File: config.mk
export PLATFORM = sky130hd
export DESIGN_NAME = min_max_peak
export DESIGN_NICKNAME = d
export VERILOG_FILES = /design/src/rtl/min_max_peak.sv
export SDC_FILE = /design/constraint.sdc
export NUM_CORES = 1
export LEC_CHECK = 0
export CAP_MARGIN = 40
export CORE_MARGIN = 3
export CORE_UTILIZATION = 52
export CTS_CLUSTER_DIAMETER = 30
export DETAILED_ROUTE_END_ITERATION = 10
export PLACE_DENSITY = 0.78
export SLEW_MARGIN = 20
export SYNTH_ARGS = -nofsm -noshare
export SYNTH_HDL_FRONTEND = slang
export SYNTH_SLANG_ARGS = --single-unit
File: constraint.sdc
create_clock -name clk_i -period 2.25 [get_ports clk_i]
set_input_delay 0.45 -clock clk_i [delete_from_list [all_inputs] [get_ports clk_i]]
set_output_delay 0.45 -clock clk_i [all_outputs]
set_load 0.005 [all_outputs]
File: src/rtl/min_max_peak.sv
// rtl/min_max_peak.sv - registered min/max LED bar with internal blink and peak-hold marker
module min_max_peak #(
  parameter int VALSIZE     = 4,
  parameter int BLINK_DIV   = 8,
  parameter int HOLD_CYCLES = 16
) (
  input  logic                  clk_i,
  input  logic                  rst_i,
  input  logic                  load_i,
  input  logic [1:0]            com_i,
  input  logic [VALSIZE-1:0]    min_i,
  input  logic [VALSIZE-1:0]    max_i,
  input  logic [VALSIZE-1:0]    val_i,
  input  logic                  peak_en_i,
  output logic [2**VALSIZE-1:0] leds_o,
  output logic [VALSIZE-1:0]    peak_o,
  output logic                  err_o
);

  localparam int NLEDS = 2 ** VALSIZE;
  localparam int CW = (BLINK_DIV > 1) ? $clog2(BLINK_DIV) : 1;
  localparam int TW = (HOLD_CYCLES > 1) ? $clog2(HOLD_CYCLES) : 1;
  localparam logic [CW-1:0] CNT_LAST  = CW'(BLINK_DIV - 1);
  localparam logic [TW-1:0] HOLD_LOAD = TW'(HOLD_CYCLES - 1);

  typedef enum logic [1:0] {TRACK, HOLD, DECAY} state_t;

  logic [1:0]         com_r;
  logic [VALSIZE-1:0] min_r, max_r, val_r, peak_r;
  logic [CW-1:0]      blink_cnt;
  logic               blink;
  logic [TW-1:0]      hold_timer;
  state_t             state;
  logic               err_r;

  logic               accept, peak_qualify;
  logic               val_in_range, peak_in_range;
  logic [VALSIZE:0]   ix, val_p1;
  logic [NLEDS-1:0]   leds_next;

  assign accept        = load_i && (min_i <= max_i);
  assign peak_qualify  = accept && (val_i >= peak_r);
  assign val_in_range  = (min_r <= val_r) && (val_r <= max_r);
  assign peak_in_range = (min_r <= peak_r) && (peak_r <= max_r);
  // One extra bit so val+1 past the top LED does not wrap back to LED 0.
  assign val_p1        = {1'b0, val_r} + 1'b1;

  always_comb begin
    leds_next = '0;
    ix        = '0;
    for (int i = 0; i < NLEDS; i++) begin
      ix = (VALSIZE + 1)'(i);
      case (com_r)
        2'b00: begin
          if (val_in_range) begin
            if (ix >= {1'b0, min_r} && ix <= {1'b0, val_r})
              leds_next[i] = 1'b1;
            else if (ix >= val_p1 && ix <= {1'b0, max_r})
              leds_next[i] = blink;
          end
        end
        2'b01:   leds_next[i] = (ix <= {1'b0, val_r});
        2'b11:   leds_next[i] = 1'b1;
        default: leds_next[i] = 1'b0;
      endcase
    end
    if (peak_en_i && (com_r == 2'b01 || (com_r == 2'b00 && peak_in_range)))
      leds_next[peak_r] = 1'b1;
  end

  always_ff @(posedge clk_i) begin
    if (rst_i) begin
      com_r      <= 2'b10;
      min_r      <= '0;
      max_r      <= '0;
      val_r      <= '0;
      peak_r     <= '0;
      blink_cnt  <= '0;
      blink      <= 1'b1;
      hold_timer <= '0;
      state      <= TRACK;
      err_r      <= 1'b0;
      leds_o     <= '0;
      peak_o     <= '0;
      err_o      <= 1'b0;
    end else begin
      if (blink_cnt == CNT_LAST) begin
        blink_cnt <= '0;
        blink     <= ~blink;
      end else begin
        blink_cnt <= blink_cnt + 1'b1;
      end

      if (accept) begin
        com_r <= com_i;
        min_r <= min_i;
        max_r <= max_i;
        val_r <= val_i;
        err_r <= 1'b0;
      end else if (load_i) begin
        err_r <= 1'b1;
      end

      // A load outranks the timer expiry or decay step on the same edge.
      if (peak_qualify) begin
        peak_r     <= val_i;
        hold_timer <= HOLD_LOAD;
        state      <= HOLD;
      end else begin
        case (state)
          TRACK: begin
            if (accept) begin
              hold_timer <= HOLD_LOAD;
              state      <= HOLD;
            end
          end
          HOLD: begin
            if (hold_timer == '0) begin
              state <= DECAY;
              if (peak_r > val_r) peak_r <= peak_r - 1'b1;
            end else begin
              hold_timer <= hold_timer - 1'b1;
            end
          end
          DECAY: begin
            if (!accept) begin
              if (peak_r > val_r) peak_r <= peak_r - 1'b1;
              else                state  <= TRACK;
            end
          end
          default: state <= TRACK;
        endcase
      end

      leds_o <= leds_next;
      peak_o <= peak_r;
      err_o  <= err_r;
    end
  end

endmodule
==> flow_summary.toml <==
[timing]
fin_crit_sh = 1.02
setup_viol = 4
clock_skew_ns = 0.00467
max_freq_mhz = 435
hold_viol = 0
slew_viol_final = 0
min_period_ns = 2.30
fin_tns_setup_ns = -0.159
rsz0062_at_grt = "yes"
worst_slack_ns = -0.0478
worstMarginPinSlew_ns = 0.547
maxSlewHeadroom = 0.633

[hold_path]
hp-start = "blink_cnt[0]"
worstHoldPathType = "reg2reg"

[layout]
stdcell_area_sq_um = 4820
fin_util = 0.705
drive_gt1_frac = 0.195
syn_to_final_growth_pct = 30.1
fill_cells = 524
diodes = 0
fin_cells = 646
final_nets = 608

[critical_path]
cp.arrival_ns = 2.47
critPathMaxFanout = 7
critPathCaptureType = "register"
cp-start-kind = "primary input"
r2r-start = "val_r[2]"
path_buf_inv = 2
critPathTopFamily = "compound AO/OA/AOI/OAI gates"
cp_data_required_time_ns = 2.43
path_cells = "clkdlybuf4s50_1 > inv_1 > ha_4 > nand2b_4 > a2111oi_4 > o22a_1 > o21ai_2 > o21bai_1 > a41oi_1"
path_class = "in2reg"
cpPeakStageDelay_ns = 0.48
crit_slowest_cell = "clkdlybuf4s50_1"
cp-startpoint = "val_i[0]"

[floorplan]
pin_count = 39
core_area_sq_um = 6830
die_h_um = 90.4
initial_utilization = 0.542
die_width_um = 90.4
dieArea_sq_um = 8170
num_rows = 30

[global_routing]
overflow = 0
grt_start_max_net_pins = 51
antenna_found_initial = 0
grt_usage = 0.271
grt_pass1_wl_um = 18200
grt_pass1_vias = 3828

[yosys]
syn-mean-instance-area_sq_um = 7.75
synth.yosys.warnings = 0
synthFlopType = "dfxtp_1"
syn_area_sq_um = 3700
seq_area_frac_synth = 0.270
syn_inst = 478
ys_ff_latch = 50
async_flop_share = 0
synth_edf_count = 0
syn_nets = 536
synth_cell_types = 64

[placement]
dp.cells = 636
dp_hpwl_um = 8530
placed_cell_area_sq_um = 4500
gp_congestion = 0.955
io_buffers = 38

[pwr]
p_total_mw = 3.07
ir_drop_v = 0.000468
p_per_area_nw_per_um2 = 638
power.leakage_nw = 1.97

[run]
cap_viol_max_count = 0

[routing]
drcViolationCount = 0
drt_iter0_markers = 360
wl_per_cell_um = 18.6
drt_wl_total_um = 12000
drtPass1Iterations = 6
viasPerCell = 6.23
vias = 4027
ant_nets = 0

[clocking]
cts_inserted_buffers = 5
clk_latency_ns = 0.30
cts.sinks = 50
cts_root_buffer = "clkbuf_8"
cts.path.max_buffers = 2
path_clk_slew_ns = 0.09
htreeDepth = 2
cts_tree = "done"
ctsHoldBuffers = 0

[run_status]
violations = "negative setup slack"
status = "finished with violations"
## Yosys cell counts (2+ instances only)
library cell	count	area [sq um]
o21bai_1	3	22.5
o211ai_1	8	60.1
nand2_1	37	139
a21oi_1	35	175
buf_4	4	30.0
o21ai_0	24	120
buf_2	9	45.0
or2_2	6	37.5
nand3_1	13	65.1
a31oi_1	13	81.3
nand4_1	14	87.6
buf_1	3	11.3
xor2_1	2	17.5
nor2_1	55	206
nor3_1	12	60.1
clkbuf_1	14	52.6
o31ai_1	2	15.0
a221oi_1	2	17.5
a41o_1	2	20.0
a32o_1	4	40.0
a21o_1	2	15.0
mux2i_1	8	80.1
a32oi_1	3	26.3
a41oi_1	2	17.5
nor2b_1	14	87.6
ha_1	40	500
dfxtp_1	50	1000
a211oi_1	9	67.6
nand2b_1	6	37.5
o21ai_1	3	15.0
nor3b_1	4	30.0
inv_1	27	101
or3_1	4	25.0
a211o_1	4	35.0
a2111oi_0	5	43.8
xnor2_1	4	35.0
o21a_1	4	30.0
## through the flow
stage                     hold WS [ns]  setup slack, ns
final                            0.430          -0.0478
after global routing             0.476           -0.106
after CTS                        0.434          -0.0125
after detailed placement         0.420           -0.602
after global placement           0.413           -0.383
after floorplan                  0.404           0.0471
## flip-flops by register name, summed over array words and instances (netlist names)
name / flops
leds_o: 16
peak_o: 4
err_o: 1
hold_timer: 4
val_r: 4
com_r: 2
max_r: 4
err_r: 1
peak_r: 4
state: 2
min_r: 4
blink_cnt: 3
blink: 1
## logic make-up after synthesis
logic type	Yosys count	synth area share
XOR/XNOR	6	0.0142
flip-flops	50	0.270
adder cells (fa/ha/maj)	41	0.138
multiplexers	8	0.0216
AO/OA/AOI/OAI	141	0.257
AND/OR/NAND/NOR	173	0.229
buffers and inverters	59	0.0693
## cell usage in the layout (no fill, tap or decap), types with 5 or more instances in the layout
cell type        count
inv_1               25
or2_2                5
clkdlybuf4s50_1     38
nand3_1             11
nor2_1              52
ha_1                36
mux2i_1              8
a211oi_1             8
dfxtp_1             47
nand2_1             37
o211ai_1             8
nand4_1             14
clkbuf_8             5
o21ai_0             24
nand2b_1             5
a31oi_1             13
nor2b_1             13
nor3_1              10
buf_4               54
a21oi_1             32
## final timing paths
path,endpoint,slack [ns],cells past startpoint
setup / recovery,hold_timer[1],-0.05,9
hold / removal,blink_cnt[0],0.43,1
setup reg to reg,peak_r[1],0.04,8
hold reg to reg,blink_cnt[0],0.43,1
## area by class of cell
cell class,instances,area (sq um),area share
multi-input cells,369,2650,0.550
well taps,96,120,0.0249
clock inverters,2,13.8,0.00286
repair buffers,97,860,0.178
inverters,27,101,0.0210
flip-flops and latches,50,1000,0.209
clock buffers,5,68.8,0.0143
## power breakdown
group / total [mW] / switching, mW / internal, mW
combinational: 1.49 / 0.844 / 0.649
clock: 0.522 / 0.307 / 0.216
sequential: 1.06 / 0.0769 / 0.979
## per-layer routing
layer,wire length [um],part of all wire,vias up,track usage
li1,-,-,1880,-
met1,4890,0.41,1888,0.332
met2,5700,0.48,204,0.453
met3,724,0.060,55,0.0417
met4,685,0.057,0,0.156
met5,0,0,-,0
## repair_timing
action / 4_1_cts / 5_1_grt
resized for setup: 8 / 40
pin swaps: 4 / 12
endpoints found under the setup margin: 11 / 38
setup buffers: 1 / 2
No activity file was read; power rests on OpenSTA's default activity.
